==> config.mk <==
export PLATFORM = sky130hd
export DESIGN_NAME = internal_node_cfg_ctrl
export DESIGN_NICKNAME = d
export VERILOG_FILES = /design/src/rtl/internal_node_cfg_ctrl.sv
export SDC_FILE = /design/constraint.sdc
export NUM_CORES = 1
export LEC_CHECK = 0
export CORE_MARGIN = 5
export CORE_UTILIZATION = 39
export DETAILED_ROUTE_END_ITERATION = 7
export GPL_ROUTABILITY_DRIVEN = 0
export MAX_ROUTING_LAYER = met4
export PLACE_DENSITY = 0.86
export SYNTH_ARGS = -nofsm -noshare
export SYNTH_HDL_FRONTEND = slang
export SYNTH_SLANG_ARGS = --single-unit
==> constraint.sdc <==
create_clock -name clk -period 1.53 [get_ports clk]
set_input_delay 0.2295 -clock clk [delete_from_list [all_inputs] [get_ports clk]]
set_output_delay 0.2295 -clock clk [all_outputs]
set_load 0.1 [all_outputs]
==> src/rtl/internal_node_cfg_ctrl.sv <==
// rtl/internal_node_cfg_ctrl.sv - loads {median,index} words into a kd-tree level and gates queries until configured
module internal_node_cfg_ctrl #(
    parameter int STORAGE_WIDTH = 22,
    parameter int NUM_NODES     = 31,
    parameter int CNT_WIDTH     = 6
) (
    input  logic                     clk,
    input  logic                     rst_n,
    input  logic                     start,
    input  logic                     cfg_valid,
    input  logic [STORAGE_WIDTH-1:0] cfg_data,
    output logic                     cfg_ready,
    output logic [NUM_NODES-1:0]     node_wen,
    output logic [STORAGE_WIDTH-1:0] node_wdata,
    input  logic                     query_valid_in,
    input  logic                     query_valid_two_in,
    output logic                     query_valid_out,
    output logic                     query_valid_two_out,
    output logic [CNT_WIDTH-1:0]     load_count,
    output logic                     busy,
    output logic                     done
);

    typedef enum logic [1:0] {
        IDLE  = 2'd0,
        LOAD  = 2'd1,
        FLUSH = 2'd2,
        READY = 2'd3
    } state_t;

    localparam logic [NUM_NODES-1:0] WEN_ONE   = NUM_NODES'(1);
    localparam logic [CNT_WIDTH-1:0] LAST_NODE = CNT_WIDTH'(NUM_NODES - 1);

    state_t state_q;
    state_t state_d;
    logic   handshake;

    always_ff @(posedge clk or negedge rst_n) begin
        if (!rst_n) begin
            state_q <= IDLE;
        end else begin
            state_q <= state_d;
        end
    end

    always_comb begin
        state_d   = state_q;
        // start takes priority over everything, so no beat is accepted in its cycle
        cfg_ready = (state_q == LOAD) && !start;
        handshake = cfg_ready && cfg_valid;
        case (state_q)
            IDLE:    state_d = IDLE;
            LOAD:    if (handshake && (load_count == LAST_NODE)) state_d = FLUSH;
            FLUSH:   state_d = READY;
            READY:   state_d = READY;
            default: state_d = IDLE;
        endcase
        if (start) begin
            state_d = LOAD;
        end
    end

    always_ff @(posedge clk or negedge rst_n) begin
        if (!rst_n) begin
            node_wen   <= '0;
            node_wdata <= '0;
            load_count <= '0;
        end else begin
            node_wen <= '0;
            if (start) begin
                load_count <= '0;
            end else if (handshake) begin
                node_wdata <= cfg_data;
                node_wen   <= WEN_ONE << load_count;
                load_count <= load_count + CNT_WIDTH'(1);
            end
        end
    end

    assign busy                = (state_q == LOAD) || (state_q == FLUSH);
    assign done                = (state_q == READY);
    assign query_valid_out     = done && query_valid_in;
    assign query_valid_two_out = done && query_valid_two_in;

endmodule

==> results.yml <==
clock_network:
  tritoncts: "built"
  root_buffer: "clkbuf_8"
  cts_buffers: 9
  cts_buffer_depth: 2
  clock_sinks: 61
  clkTransAtPathRegs_ns: 0.07
  clk_latency_ns: 0.34
  htree_levels: 3
min_path:
  hold_class: "in -> async"
critical_path:
  worstPathMaxFanout: 5
  critPathKind: "reg -> out"
  crit_path_end_kind: "output port"
  cp.arrival_ns: 1.39
  cp-start-kind: "flip-flop"
  worstPathRequired_ns: 1.30
grt:
  grt_pass1_vias: 2022
  gr-total-overflow: 0
  grt_max_degree: 44
  track_usage_pct: 18.31
  antenna_found_initial: 0
  grt_pass1_wl_um: 10110
synth:
  postSynthAreaPerCell_um2: 12.97
  synth-edff-count: 0
  yosys.area.top_type_share_pct: 63.64
  synth_area_um2: 2399
  synth_nets: 223
  yosysTopAreaCell: "dfrtp_1"
  yosys-top-cells-area: "dfrtp_1, mux2_1, ha_1, nor2_1, mux2_2"
  syn_inst: 185
  ys_types: 31
  synth_seq_cells: 61
  yosysWarnings: 0
  synth-seq-area-share_pct: 63.64
  synth_ff_type: "dfrtp_1"
  async_flop_share_pct: 100.0
  yosysMostFrequentCell: "dfrtp_1"
  synth_common_cells: "dfrtp_1, nor2_1, mux2_1"
sta:
  max_freq_ghz: 0.6172
  hold_viol_final: 0
  slew_violations: 0
  setup_slack_ns: -0.09029
  setup_viol: 6
  tightest_slew_ns: 0.2692
  finClkSkew_ns: 0.005020
  fin_crit_sh_pct: 105.9
  fin_crit_ns: 1.620
  timing.slew.headroom_pct: 82.01
  rsz0062_at_grt: "yes"
  tns_ns: -0.3817
layout:
  final_layout_size_suffix_gt1_share_pct: 48.73
  fillCellCount: 364
  insertedDiodeCount: 0
  fin_area_um2: 4603
  fin_util_pct: 77.29
  nets: 348
  area_growth_pct: 91.91
power:
  power.density_nw_per_um2: 2081
  leakage_nw: 2.026
  vdd.ir_drop.worst_mv: 2.332
  total_power_w: 0.009579
floorplanning:
  start_util_pct: 40.27
  fp.dieW_um: 88.42
  dieHeight_um: 88.42
  rows: 28
  coreArea_um2: 5956
  floorplan.die_area_um2: 7818
  boundaryPins: 92
detailed_routing:
  ant_nets: 0
  wl_per_cell_um: 17.30
  routed_wl_um: 6730
  initialDrtViolationCount: 82
  drc: 0
  via_count: 1914
  via_per_inst: 4.920
  first_pass_iters: 4
place:
  portBuffers: 91
  place_area_um2: 4195
  place_hpwl_um: 4627
status:
  violations: "setup timing"
  run_status: "complete, but fails checks"
run:
  drv_cap: 0
## layout by cell type, fill, tap and decap left out, types with 2 or more instances in the layout
cell type and count:
dfrtp_1 54, mux2_1 13, and2_4 2, ha_1 6
nand2_2 4, dfrtp_4 2, nand3_2 4, buf_4 22
buf_12 66, nor3_1 2, nor2_1 28, clkdlybuf4s50_1 26
o21ai_0 3, buf_6 4, dfrtp_2 5, clkbuf_8 11
clkinv_2 2, mux2_2 9, nor2_2 4, nand3_1 4
nand3b_1 3, nand2b_1 3, ha_4 3, nand2_1 5
inv_1 5
## metrics by stage
step                std cells  hold WS (ns)  setup WS, ns
CTS                       382        0.4162      -0.06553
global placement          360        0.2351       -0.1111
global route              389        0.4516       -0.1292
floorplan                 185      -0.06609       -0.2745
finish                    389        0.4285      -0.09029
detailed placement        360        0.2431       -0.1570
## kinds of logic after synthesis
kind of cell / Yosys count / share of synthesized area, %
compound gates: 9 / 2.399
xor+xnor: 1 / 0.3652
fa+ha+maj: 10 / 5.216
buf+inv: 13 / 2.660
flops: 61 / 63.64
mux: 24 / 11.22
simple gates: 67 / 14.50
## flip-flops by register name, summed over array words and instances (netlist names)
name        cells
node_wdata     22
state_q         2
node_wen       31
load_count      6
## final timing paths
kind	start	to	slack [ns]	cells after the start
setup / recovery	state_q[1]	cfg_ready	-0.09	4
hold / removal	rst_n	node_wdata[18]	0.43	3
setup reg to reg	state_q[1]	load_count[5]	-0.06	6
hold reg to reg	node_wdata[12]	node_wdata[12]	0.56	1
max in group asynchronous	rst_n	load_count[0]	0.88	3
min in group clk	cfg_data[17]	node_wdata[17]	0.48	2
## timing repair
item,4_1_cts,5_1_grt
gates cloned,0,1
buffers inserted,6,6
pin swaps,3,5
setup endpoints to repair,6,27
gates resized for setup,6,15
hold endpoints to repair,61,0
hold buffers,1,0
## critical path, stage by stage, from the launching register on
cell and delay [ns]:
dfrtp_1 0.41, inv_2 0.10, ha_4 0.16, nor2b_4 0.19, buf_12 0.19
## layout make-up
type	instances	area (µm²)	share of cell area, %
clock inverters	4	47.55	1.033
repair buffers	121	1832	39.79
inverters	6	22.52	0.4893
flip-flops and latches	61	1540	33.46
well taps	75	93.84	2.039
clock buffers	11	151.4	3.289
multi-input cells	111	915.9	19.90
## routing by layer
metal / wire [µm] / track usage (%)
met5: 0 / -
met4: 122 / 6.868
met3: 441 / 5.307
met2: 3726 / 31.27
met1: 2439 / 20.24
## where the power goes
group          switching (W)  total, W  internal (W)
registers           0.000383   0.00235       0.00197
clock network       0.000627   0.00145      0.000826
logic                0.00355   0.00578       0.00222
total                0.00457   0.00958       0.00501
(Power assumes the default switching activity.)
